**src/rtl/instruction_fetch.sv**
```systemverilog
// Fetch stage: reads the word at the PC over the instruction bus, holds it for decode
// and pulses the PC's count enable once per fetch. Optional FETCH_TIMEOUT_EN aborts stalled reads.
`timescale 1ns/1ps

module instruction_fetch #(
  parameter int unsigned ADDR_WIDTH     = 32,
  parameter int unsigned DATA_WIDTH     = 32,
  parameter int unsigned TIMEOUT_CYCLES = 16
) (
  input  logic                  clk,
  input  logic                  reset,
  input  logic [ADDR_WIDTH-1:0] pcValue,
  input  logic                  fetchStart,
  output logic [ADDR_WIDTH-1:0] busAddress,
  output logic                  busReadRequest,
  input  logic                  busReady,
  input  logic [DATA_WIDTH-1:0] busDataIn,
  output logic [DATA_WIDTH-1:0] instruction,
  output logic                  instructionValid,
  input  logic                  instructionAccept,
  output logic                  pcCountEnable,
  output logic                  fetchError,
  output logic                  fetchBusy
);

  if (TIMEOUT_CYCLES == 0 || TIMEOUT_CYCLES > 255) begin : g_bad_timeout
    $error("instruction_fetch: TIMEOUT_CYCLES must be in 1..255");
  end

  typedef enum logic [1:0] {IDLE, REQUEST, HOLD} state_e;

  state_e                state_q;
  logic [ADDR_WIDTH-1:0] bus_addr_q;
  logic                  req_q;
  logic [DATA_WIDTH-1:0] instr_q;
  logic                  valid_q;
  logic                  pce_q;
  logic                  err_q;
  logic                  busy_q;
  logic                  pc_aligned;

`ifdef FETCH_TIMEOUT_EN
  localparam logic [7:0] TIMEOUT_LIMIT = 8'(TIMEOUT_CYCLES);
  logic [7:0]            tcnt_q;
`endif

  assign pc_aligned = (pcValue[1:0] == 2'b00);

  // Pulsed outputs (pce_q, err_q) default low every cycle.
  always_ff @(posedge clk or posedge reset) begin
    if (reset) begin
      state_q    <= IDLE;
      bus_addr_q <= '0;
      req_q      <= 1'b0;
      instr_q    <= '0;
      valid_q    <= 1'b0;
      pce_q      <= 1'b0;
      err_q      <= 1'b0;
      busy_q     <= 1'b0;
`ifdef FETCH_TIMEOUT_EN
      tcnt_q     <= 8'd0;
`endif
    end else begin
      pce_q <= 1'b0;
      err_q <= 1'b0;
      case (state_q)
        IDLE: begin
          if (fetchStart) begin
            if (pc_aligned) begin
              bus_addr_q <= pcValue;
              req_q      <= 1'b1;
              busy_q     <= 1'b1;
              state_q    <= REQUEST;
`ifdef FETCH_TIMEOUT_EN
              tcnt_q     <= 8'd0;
`endif
            end else begin
              err_q <= 1'b1;
            end
          end
        end
        REQUEST: begin
          if (busReady) begin
            instr_q <= busDataIn;
            req_q   <= 1'b0;
            valid_q <= 1'b1;
            pce_q   <= 1'b1;
            state_q <= HOLD;
          end
`ifdef FETCH_TIMEOUT_EN
          else if (8'(tcnt_q + 8'd1) >= TIMEOUT_LIMIT) begin
            req_q   <= 1'b0;
            err_q   <= 1'b1;
            busy_q  <= 1'b0;
            state_q <= IDLE;
          end else begin
            tcnt_q <= 8'(tcnt_q + 8'd1);
          end
`endif
        end
        HOLD: begin
          // pcValue is stale while pce_q is high, so no chained fetch that cycle.
          if (instructionAccept) begin
            valid_q <= 1'b0;
            if (!pce_q && fetchStart && pc_aligned) begin
              bus_addr_q <= pcValue;
              req_q      <= 1'b1;
              state_q    <= REQUEST;
`ifdef FETCH_TIMEOUT_EN
              tcnt_q     <= 8'd0;
`endif
            end else begin
              busy_q  <= 1'b0;
              state_q <= IDLE;
            end
          end
        end
        default: begin
          req_q   <= 1'b0;
          busy_q  <= 1'b0;
          state_q <= IDLE;
        end
      endcase
    end
  end

  assign busAddress       = bus_addr_q;
  assign busReadRequest   = req_q;
  assign instruction      = instr_q;
  assign instructionValid = valid_q;
  assign pcCountEnable    = pce_q;
  assign fetchError       = err_q;
  assign fetchBusy        = busy_q;

endmodule

```
**config.mk**
```make
export PLATFORM = sky130hd
export DESIGN_NAME = instruction_fetch
export DESIGN_NICKNAME = d
export VERILOG_FILES = /design/src/rtl/instruction_fetch.sv
export SDC_FILE = /design/constraint.sdc
export NUM_CORES = 1
export LEC_CHECK = 0
export ABC_AREA = 1
export ABC_CLOCK_PERIOD_IN_PS = 4700
export CORE_ASPECT_RATIO = 0.8
export CORE_UTILIZATION = 43
export CTS_BUF_LIST = sky130_fd_sc_hd__clkbuf_16
export DETAILED_ROUTE_END_ITERATION = 8
export PLACE_DENSITY_LB_ADDON = 0.15
export RECOVER_POWER = 100
export SLEW_MARGIN = 10
export SYNTH_ARGS = -nofsm -noshare
export SYNTH_HDL_FRONTEND = slang
export SYNTH_SLANG_ARGS = --single-unit
```
**constraint.sdc**
```tcl
create_clock -name clk -period 4.7 [get_ports clk]
set_clock_uncertainty 0.2 [all_clocks]
set_input_delay 0.94 -clock clk [delete_from_list [all_inputs] [get_ports clk]]
set_output_delay 0.94 -clock clk [all_outputs]
set_load 0.05 [all_outputs]
```
==> impl_metrics.tcl <==
set metrics [dict create \
    ys_seq_area_frac 0.628 \
    p_leak_uw 0.00235 \
    holdPathStages 2 \
    grt_setup_unrepaired "no" \
    synth_cells 319 \
    antenna_left 0 \
    grt_max_degree 53 \
    cts_resized 0 \
    fmax_mhz 287 \
    cp_cell_sequence "dlygate4sd3_1 -> nand2_1 -> inv_1 -> nand2_1 -> nand2_1" \
    final.fill_count 522 \
    period_share 0.742 \
    nets 522 \
    synthMuxAreaShare 0 \
    swShare 0.482 \
    cap_violations 1 \
    drt_iter0_markers 130 \
    worst_pin_slew_ns 1.92 \
    violations "capacitance limit, slew limit" \
    reg2reg_from "state_q[0]" \
    pin_count 138 \
    postSynthAreaPerCell_um2 8.86 \
    cts.sink_count 71 \
    reg2reg_depth 6 \
    min_period_ns 3.49 \
    grt_pass1_wl_um 11200 \
    clk-insertion-delay-late_ns 0.32 \
    cp-start-kind "input pin" \
    critPathRequiredTime_ns 4.70 \
    cts-root-buf "clkbuf_16" \
    drt_wl_total_um 7180 \
    arrival_ns 3.49 \
    tns_ns 0 \
    clockBufferDepth 2 \
    grt_pass1_vias 2391 \
    yosys.area.top_type "dfrtp_1" \
    die_w_um 92.7 \
    synth_top_family_by_area "simple AND/OR/NAND/NOR gates" \
    critPathMostFrequentCell "nand2_1" \
    drc_errors 0 \
    synthXorXnorAreaFrac 0 \
    core_area_mm2 0.00638 \
    p_switching_uw 1810 \
    vdd_drop_max_mv 0.424 \
    intPower_uw 1940 \
    synthSimpleGateAreaFrac 0.313 \
    antenna_cells 0 \
    crit_slowest_cell "nand2_1" \
    antenna_found_initial 0 \
    clockPowerShare 0.203 \
    status "finished with violations" \
    port_buffers 137 \
    worstHoldEndpoint "busAddress[6]" \
    place_congestion 0.771 \
    slew_viol_final 53 \
    multi_input_area_um2 887 \
    std_cell_rows 26 \
    syn_area_mm2 0.00283 \
    hold_violations 0 \
    cts_tree "yes" \
    end_kind "register" \
    initial_core_util 0.443 \
    critical_path.startpoint "busReady" \
    cts_inserted_buffers 9 \
    layout-drive-gt1-share 0.0481 \
    path_max_fanout 35 \
    area_growth_pct 60.3 \
    drt_pass1_iterations 4 \
    synth_nets 388 \
    r2r_setup_slack_ns 1.83 \
    synth_fa_ha_area_frac 0 \
    hold_ws_ns 0.266 \
    seq_area_mm2 0.00178 \
    clkTransAtPathRegs_ns 0.06 \
    synth.distinct_cells 14 \
    critical_path_class "in -> reg" \
    finalWorstSetupSlack_ns 1.21 \
    yosysTopAreaCellShare 0.628 \
    via_per_inst 4.62 \
    slowest_delay_ns 0.85 \
    cts_hold_buf 0 \
    dp_hpwl_um 4780 \
    htree_levels 3 \
    seqPwrFrac 0.276 \
    share_comb_of_total_power 0.521 \
    most-common-layout-cells "nand2_1 (173), dlygate4sd3_1 (73), dfrtp_1 (71)" \
    die-height_um 74.5 \
    hp-start "busAddress[6]" \
    overflow 0 \
    relSlewSlack -0.282 \
    vias 2499 \
    ys_ff_latch 71 \
    post-place-ws_ns 1.56 \
    postCtsSetupRepairBufs 0 \
    synth_area_leaders "dfrtp_1 (63%), nand2_1 (23%), nand3_1 (6.0%)" \
    layout_commonest_cell "nand2_1" \
    grt_usage 0.217 \
    dieArea_mm2 0.00691 \
    yosysWarningCount 0 \
    min_path_type "reg -> reg" \
    synth_compound_area_frac 0.00177 \
    wl_per_cell_um 13.3 \
    r2r-end "instruction[25]" \
    setup_viol 0 \
    powerDensity_mw_per_mm2 829 \
]
-- power by group through the flow --
stage / clock network [µW] / registers, µW / logic (µW)
4_1_cts: 779 / 1050 / 2070
6_report: 763 / 1030 / 1960
3_3_place_gp: 0 / 1050 / 2030
5_1_grt: 801 / 1070 / 2090
3_5_place_dp: 0 / 1040 / 2070
2_1_floorplan: 0 / 1960 / 485
-- layer usage --
layer / GRT usage / up-vias / part of all wire
met5: 0 / - / 0
met4: 0.0855 / 0 / 0.015
met3: 0.0982 / 11 / 0.10
met2: 0.343 / 105 / 0.47
met1: 0.265 / 1140 / 0.42
li1: - / 1243 / -
-- state kept, by name (all words and copies together) (netlist names) --
name / cells
busAddress: 32
instruction: 32
state_q: 2
busReadRequest: 1
fetchBusy: 1
fetchError: 1
instructionValid: 1
pcCountEnable: 1
-- metrics by stage --
step / cell area, µm² / power (µW) / cells / util
after global routing: 4530 / 3960 / 541 / 0.711
after global placement: 4200 / 3080 / 526 / 0.659
final: 4530 / 3750 / 541 / 0.711
after floorplan: 2830 / 2450 / 319 / -
after CTS: 4530 / 3900 / 541 / 0.711
after detailed placement: 4200 / 3110 / 526 / 0.659
-- how the worst max path moves through the flow --
stage | end | slack, ns
floorplan | busAddress[0] | 1.76
detailed placement | busAddress[4] | 1.56
finish | instruction[25] | 1.21
global placement | busAddress[16] | 1.63
global route | instruction[25] | 0.94
CTS | busAddress[4] | 1.90
-- kinds of logic (layout without fill, tap and decap cells) --
| kind of cell | Yosys count | in the layout |
|---|---|---|
| simple gates | 219 | 219 |
| buf+inv | 28 | 166 |
| flops | 71 | 71 |
| compound gates | 1 | 1 |
-- cells in the mapped netlist --
cell type and number:
o21ai_0 1, clkbuf_1 3, nand2_1 172, nand3_1 34, nand4_1 1, nor2_1 7, inv_2 4, buf_6 3
nor2_2 2, nand2_4 1, inv_1 9, buf_4 9, nand2_2 2, dfrtp_1 71
-- final cells by class --
class                           instances  share of cell area
Sequential cell                        71               0.392
Timing Repair Buffer                  138               0.304
Multi-Input combinational cell        220               0.196
Tap cell                               84              0.0232
Inverter                               13              0.0108
Clock inverter                          6              0.0243
Clock buffer                            9              0.0497
-- critical path: cells and delay by family --
family                 cells  cell delay (ns)
buffers and inverters      2             1.36
and+or+nand+nor            3             1.17
No activity file was read; power rests on OpenSTA's default activity.
